## config.mk

```make
export PLATFORM = sky130hd
export DESIGN_NAME = tick_gen
export DESIGN_NICKNAME = d
export VERILOG_FILES = /design/src/rtl/tick_gen.sv
export SDC_FILE = /design/constraint.sdc
export NUM_CORES = 1
export LEC_CHECK = 0
export BUFFER_PORTS_ARGS = -buffer_cell sky130_fd_sc_hd__clkbuf_2
export CAP_MARGIN = 20
export CORE_MARGIN = 5
export CORE_UTILIZATION = 45
export CTS_CLUSTER_DIAMETER = 120
export DETAILED_ROUTE_END_ITERATION = 16
export GPL_TIMING_DRIVEN = 0
export PLACE_DENSITY = 0.69
export REMOVE_ABC_BUFFERS = 1
export SYNTH_ARGS = -nofsm -noshare
export SYNTH_HDL_FRONTEND = slang
export SYNTH_SLANG_ARGS = --single-unit
```

## constraint.sdc

```tcl
create_clock -name CLK -period 4.6 [get_ports CLK]
set_clock_uncertainty 0.2 [all_clocks]
set_input_delay 0.23 -clock CLK [delete_from_list [all_inputs] [get_ports CLK]]
set_output_delay 0.23 -clock CLK [all_outputs]
set_load 0.05 [all_outputs]
```

## src/rtl/tick_gen.sv

```systemverilog
// Multi-channel programmable enable-pulse generator.
// Each channel divides CLK by its own divisor and emits one-cycle EN pulses, periodically or once per START.
module tick_gen #(
    parameter int N_CH        = 4,
    parameter int CH_W        = 2,
    parameter int DIV_W       = 26,
    parameter int DEFAULT_DIV = 50_000_000
) (
    input  logic             CLK,
    input  logic             RST,
    input  logic             WE,
    input  logic [CH_W-1:0]  WADDR,
    input  logic [DIV_W-1:0] WDATA,
    input  logic             WMODE,
    input  logic [N_CH-1:0]  START,
    input  logic [N_CH-1:0]  STOP,
    output logic [N_CH-1:0]  EN,
    output logic [N_CH-1:0]  BUSY
);

    typedef enum logic {
        IDLE = 1'b0,
        RUN  = 1'b1
    } state_t;

    localparam logic [DIV_W-1:0] RESET_DIV = DIV_W'(DEFAULT_DIV);
    localparam logic [DIV_W-1:0] ONE       = DIV_W'(1);

    logic [N_CH-1:0] term;

    for (genvar k = 0; k < N_CH; k++) begin : g_ch
        logic [DIV_W-1:0] div_q;
        logic             mode_q;
        logic [DIV_W-1:0] cnt_q;
        state_t           state_q;
        logic [DIV_W-1:0] last_cnt;
        logic             wr_hit;

        // A divisor of 0 behaves like 1, so the last count is 0 in both cases.
        assign last_cnt = (div_q == '0) ? '0 : div_q - ONE;
        // NOTE: ">=" rather than "==" so a divisor shrunk below the running count fires at once instead of wrapping.
        assign term[k]  = (state_q == RUN) && (cnt_q >= last_cnt);
        assign EN[k]    = term[k] && !STOP[k];
        assign BUSY[k]  = (state_q == RUN);
        assign wr_hit   = WE && (WADDR == CH_W'(k));

        // NOTE: all state is updated with non-blocking assignments so every register samples pre-edge values.
        always_ff @(posedge CLK) begin
            if (RST) begin
                div_q   <= RESET_DIV;
                mode_q  <= 1'b0;
                cnt_q   <= '0;
                state_q <= RUN;
            end else begin
                if (wr_hit) begin
                    div_q  <= WDATA;
                    mode_q <= WMODE;
                end

                if (STOP[k]) begin
                    cnt_q   <= '0;
                    state_q <= IDLE;
                end else if (START[k]) begin
                    cnt_q   <= '0;
                    state_q <= RUN;
                end else if (term[k]) begin
                    cnt_q <= '0;
                    if (mode_q) begin
                        state_q <= IDLE;
                    end
                end else if (state_q == RUN) begin
                    cnt_q <= cnt_q + ONE;
                end else begin
                    cnt_q <= '0;
                end
            end
        end
    end

endmodule

```

==> impl_metrics.csv, run 1 <==
group,metric,value,unit
clock_network,cts_max_path_buffers,3,
final_layout,drive_above_1_share,13.22,%
synthesis,synth_flop_cell,"dfxtp_1",
power_and_ir_drop,switching_share,24.29,%
grt,grt.busiest_layer,"met2",
setup_path,r2r_start,"g_ch[2].div_q[9]",
clock_network,cts_tree,"built",
setup_path,reg2reg_to,"g_ch[2].state_q",
timing,min_period,4617,ps
power_and_ir_drop,clock_power_share,47.4,%
clock_network,h-tree-depth,1,
timing,drv_slew,0,
setup_path,ff2ff_path_depth,16,
synthesis,synth_area,12750,um^2
routing,wl_per_cell,15.42,um
die,pin_count,48,
power_and_ir_drop,p_leak,6.434,nW
die,die_area,31800,um^2
grt,grt_pass1_vias,10560,
synthesis,async_flop_share,0,%
timing,worst_slack,-17.16,ps
routing,drc,0,
status,status,"complete, but fails checks",
die,core_region_area,27860,um^2
power_and_ir_drop,ir_drop,0.0003290,V
setup_path,cp-startpoint,"g_ch[2].div_q[9]",
synthesis,synthDominantCellAreaShare,33.92,%
power_and_ir_drop,switchingPower,1.125,mW
setup_path,cp_max_fo,6,
setup_path,arrival,4190,ps
grt,antenna_found_initial,0,
routing,ant_nets,0,
synthesis,synth_edf_count,0,
setup_path,cp-endpoint,"EN[2]",
final_layout,num-nets-final,1898,
place,gp_congestion,0.8612,
final_layout,nFillCells,2422,
grt,use_met3,2.437,%
routing,vias,11640,
die,die_h,178.3,um
routing,first_iter_violations,732,
routing,firstDrtPassIters,5,
synthesis,syn_avg_cell_area,7.760,um^2
timing,fmax,0.2166,GHz
timing,hold_viol,0,
setup_path,cp-start-kind,"flop",
clock_network,clkSlewWorstSetupHoldPaths,70,ps
setup_path,critPathCaptureType,"primary output",
grt,grt_use_met2,32.75,%
synthesis,synth_cells,1643,
die,initial_utilization,45.77,%
grt,use_met1,26.96,%
synthesis,synth_cell_type_count,66,
clock_network,clock_latency,540,ps
routing,via_per_inst,5.437,
place,dpl.hpwl,21700,um
grt,grt_pass1_wl,52250,um
grt,overflow,0,
synthesis,yosysTopAreaCell,"dfxtp_1",
synthesis,yosysSeqAreaShare,33.92,%
timing,worst_pin_slew,1054,ps
min_path,hp-class,"in2reg",
final_layout,fin_cells,2140,
routing,routed_wl,32990,um
grt,grt_max_degree,70,
synthesis,ys_seq_elements,216,
final_layout,mostFrequentLayoutCells,"374 x nand2_1, 205 x dfxtp_1, 183 x nor2_1",
place,placed_cells,2011,
synthesis,ys_top_cells_by_area,"dfxtp_1 34%, nand2_1 11%, ha_1 11%",
clock_network,clockRootBuffer,"clkbuf_16",
job,maxCapViolations,0,
grt,grt_usage,19.61,%
die,die_x,178.3,um
timing,slew_headroom,29.50,%
timing,setup_viol,2,
clock_network,cts_sinks,216,
die,num_rows,61,
final_layout,diodes,0,
setup_path,r2r_slack,120,ps
power_and_ir_drop,combPwrFrac,10.0,%
timing,grt_setup_unrepaired,"true",
power_and_ir_drop,pwr_density_cell,299.0,nW/um^2
synthesis,ys_warn_count,0,
timing,min_period_over_period,100.4,%
power_and_ir_drop,internal_power,3.508,mW
status,violations,"setup timing",
setup_path,crit_type,"reg2out",
final_layout,area_growth,21.54,%
final_layout,final_common_cell,"nand2_1",
power_and_ir_drop,seqPwrFrac,42.7,%
setup_path,cp_data_required_time,4170,ps
final_layout,fin_util,55.63,%
place,port_buffers,47,
clock_network,cts_made_buffers,24,
==> registers in the layout (all words and copies together) (netlist names) <==
signal	flops
g_ch.mode_q	4
g_ch.div_q	104
g_ch.state_q	4
g_ch.cnt_q	104
==> cell families (layout without fill, tap and decap cells) <==
kind of cell               after synthesis  count (layout)  synth area share (%)
muxes                                   12              12                0.9519
and+or+nand+nor                        880             884                 31.75
DFF                                    216             216                 33.92
AOI/OAI and AO/OA                      166             166                 7.831
xor gates and xnor gates               171             171                 11.75
adders and majority gates              112             112                 10.99
buffers and inverters                   86             201                 2.816
==> final cells by class <==
class	count	area (um^2)	share of cell area (%)
Clock buffer	31	656.9	4.239
Clock inverter	11	246.5	1.591
Inverter	25	95.09	0.6136
Multi-Input combinational cell	1345	8596	55.47
Sequential cell	216	4345	28.04
Tap cell	378	473.0	3.052
Timing Repair Buffer	134	1084	6.992
==> worst max-delay path, stage by stage (launching register included) <==
cell	delay, ps
dfxtp_4	360
or4_4	550
nor4_4	240
nor2b_4	280
buf_6	120
nand4_1	180
buf_6	240
nand2_4	70
ha_4	190
a21o_1	160
a221o_1	290
a221o_1	330
a21oi_2	190
o21ai_2	100
and2_4	180
buf_8	140
==> cells in the mapped netlist, drive strengths merged (10+ instances only) <==
cell type    n
dfxtp      216
mux2i       11
nand4       35
and4        11
nand2b      16
nor2b       10
nand2      380
o21ai       20
a21o        12
inv         24
a21oi       94
buf         14
and3        22
ha         112
or4         13
nor3        48
or3         11
xor2        98
nand3       98
nor4        22
clkbuf      47
nor2       187
xnor2       73
==> worst min path at each step <==
stage	startpoint	depth (start not counted)	slack, ps	end
floorplan	RST	1	100	g_ch[0].div_q[0]
global placement	g_ch[1].cnt_q[0]	1	240	g_ch[1].cnt_q[0]
detailed placement	g_ch[1].cnt_q[0]	1	250	g_ch[1].cnt_q[0]
CTS	WADDR[0]	4	30	g_ch[0].div_q[10]
global route	WADDR[0]	4	70	g_ch[0].div_q[9]
finish	WADDR[0]	4	60	g_ch[0].div_q[9]
==> per-layer routing <==
layer,share of wire (%),vias up
li1,-,5838
met2,46,282
met1,46,5445
met5,0,-
met4,2.6,0
met3,4.9,71
==> through the flow <==
| stage | setup TNS, ps | area, um^2 | hold WS (ps) | setup WS [ps] | power (mW) |
|---|---|---|---|---|---|
| floorplan | 0 | 12480 | 99.07 | 83.47 | 2.262 |
| global placement | -50400 | 13190 | 241.5 | -985.6 | 2.384 |
| detailed placement | -28300 | 13270 | 245.7 | -565.0 | 2.400 |
| CTS | 0 | 14940 | 25.37 | 1.121 | 4.634 |
| global route | -542.9 | 15500 | 66.20 | -164.4 | 4.789 |
| finish | -18.05 | 15500 | 56.86 | -17.16 | 4.633 |
==> what timing repair did <==
item	in CTS	in global routing
hold buffers	42	0
hold endpoints to repair	131	0
setup buffers	15	25
pin swaps	14	36
cloned	2	4
resized for setup	52	78
endpoints found under the setup margin	84	35
==> power by group through the flow <==
| stage | clock network, mW | registers, mW | logic (mW) |
|---|---|---|---|
| after floorplan | 0 | 2.00 | 0.259 |
| after global placement | 0 | 2.01 | 0.376 |
| after detailed placement | 0 | 2.01 | 0.390 |
| after CTS | 2.23 | 1.97 | 0.435 |
| after global routing | 2.29 | 1.98 | 0.517 |
| final | 2.19 | 1.98 | 0.461 |
No activity file was read; power rests on OpenSTA's default activity.
==> run 2: changes to the inputs <==
Settings changed: GPL_ROUTABILITY_DRIVEN from default to 0, PLACE_DENSITY 0.69 to 0.65.
==> run 2 against run 1 <==
- the flow now finishes without violations
- sequential cell count did not move
- core utilization fell by 0.58 points
- critical path type unchanged
- via count fell by 2.3%
- first-iteration DRC count fell by 15%
- largest cell class unchanged
==> impl_metrics.csv, run 2 (synthesized netlist as in run 1, its figures left out) <==
group,metric,value,unit
routing,vias,11370,
final_layout,largest_registers,"g_ch.cnt_q x104, g_ch.div_q x104",
power_and_ir_drop,pwr_density_cell,292.0,nW/um^2
clock_network,h-tree-depth,1,
setup_path,ff2ff_path_depth,12,
final_layout,design_area,15330,um^2
final_layout,final_common_cell,"nand2_1",
timing,drv_slew,0,
final_layout,num-nets-final,1894,
grt,grt_max_degree,70,
die,die_x,178.3,um
grt,grt_usage,19.98,%
final_layout,mostFrequentLayoutCells,"377 x nand2_1, 199 x dfxtp_1, 183 x nor2_1",
die,num_rows,61,
clock_network,cts_made_buffers,24,
timing,min_period_over_period,99.86,%
final_layout,nFillCells,2545,
timing,fmax,0.2177,GHz
place,dpl.hpwl,21890,um
clock_network,cts_tree,"built",
power_and_ir_drop,p_leak,6.383,nW
die,core_region_area,27860,um^2
place,port_buffers,47,
routing,ant_nets,0,
setup_path,critPathCaptureType,"primary output",
final_layout,diodes,0,
clock_network,cts_sinks,216,
min_path,hp-class,"in2reg",
grt,overflow,0,
die,die_h,178.3,um
setup_path,cp-start-kind,"flop",
clock_network,clock_latency,530,ps
routing,via_per_inst,5.319,
setup_path,crit_type,"reg2out",
timing,slew_headroom,29.45,%
die,initial_utilization,45.77,%
routing,first_iter_violations,621,
routing,wl_per_cell,15.28,um
timing,worst_pin_slew,1055,ps
power_and_ir_drop,ir_drop,0.0002863,V
grt,grt_pass1_wl,53190,um
setup_path,cp_max_fo,6,
die,die_area,31800,um^2
status,status,"completed",
timing,setup_viol,0,
clock_network,clkSlewWorstSetupHoldPaths,60,ps
min_path,min_path_cells,4,
timing,setup_tns,0,ps
timing,hold_viol,0,
routing,firstDrtPassIters,5,
place,placed_cell_area,13270,um^2
clock_network,cts_max_path_buffers,3,
routing,drc,0,
grt,grt_pass1_vias,10690,
grt,antenna_found_initial,0,
job,maxCapViolations,0,
timing,grt_setup_unrepaired,"true",
setup_path,cp_data_required_time,4170,ps
timing,hold_ws,139.9,ps
final_layout,area_growth,20.27,%
timing,min_period,4593,ps
clock_network,clockRootBuffer,"clkbuf_16",
routing,routed_wl,32650,um
setup_path,arrival,4160,ps
final_layout,drive_above_1_share,12.85,%
die,pin_count,48,
run 2: cell count changes in the layout (fill, tap and decap cells not counted), sizes merged, moves of 3 or more:
cell	previous run	this run
clkinvlp	2	6
buf	49	42
dlygate4sd3	41	44
bufinv	7	3
run 2: routing by layer:
metal  up-vias  GRT usage (%)  share of wire [%]
met3        63          2.628                4.5
met5         -              0                  0
met2       241          32.38                 45
li1       5815              -                  -
met4         0          5.724                3.0
met1      5247          27.92                 47
run 2: power by group:
| part | switching, mW | internal, mW | leakage, nW |
|---|---|---|---|
| sequential | 0.0650 | 1.91 | 1.76 |
| combinational | 0.258 | 0.192 | 4.22 |
| clock | 0.807 | 1.24 | 0.401 |
run 2: critical path: stages, from the launching register on:
cell	delay [ps]
dfxtp_1	400
or4_1	610
nor3_1	450
nor2b_1	230
mux2i_1	110
ha_1	320
nand4_1	110
or2_4	270
or4_4	530
a21oi_4	140
nor3_2	80
nor2_1	170
clkbuf_8	210
run 2: final timing paths:
| kind | startpoint | end | slack, ps |
|---|---|---|---|
| setup / recovery | g_ch[1].div_q[19] | EN[1] | 7 |
| hold / removal | WE | g_ch[0].div_q[18] | 140 |
| setup reg to reg | g_ch[1].div_q[19] | g_ch[1].state_q | 160 |
| hold reg to reg | g_ch[3].mode_q | g_ch[3].mode_q | 260 |
run 2: metrics by stage:
step / power [mW] / std cells / setup slack, ps / util, %
4_1_cts: 4.511 / 2116 / -39.05 / 53.69
5_1_grt: 4.667 / 2137 / -202.8 / 55.04
2_1_floorplan: 2.262 / 1582 / 83.47 / -
6_report: 4.478 / 2137 / 6.547 / 55.04
3_3_place_gp: 2.389 / 2007 / -1075 / 47.36
3_5_place_dp: 2.402 / 2011 / -485.3 / 47.64
run 2: final cells by class:
type / instances / area [um^2] / share of cell area, %
repair buffers: 131 / 1049 / 6.838
clock buffers: 31 / 698.2 / 4.553
flip-flops and latches: 216 / 4350 / 28.37
well taps: 378 / 473.0 / 3.084
multi-input cells: 1344 / 8511 / 55.50
clock inverters: 12 / 157.7 / 1.028
inverters: 25 / 95.09 / 0.6202
run 2: timing repair:
action                     4_1_cts  5_1_grt
gates resized for setup         57       54
setup endpoints to repair       83       48
buffers inserted                16       19
pin swaps                       15       27
hold endpoints to repair       131        0
hold buffers                    44        0
cloned                           2        2
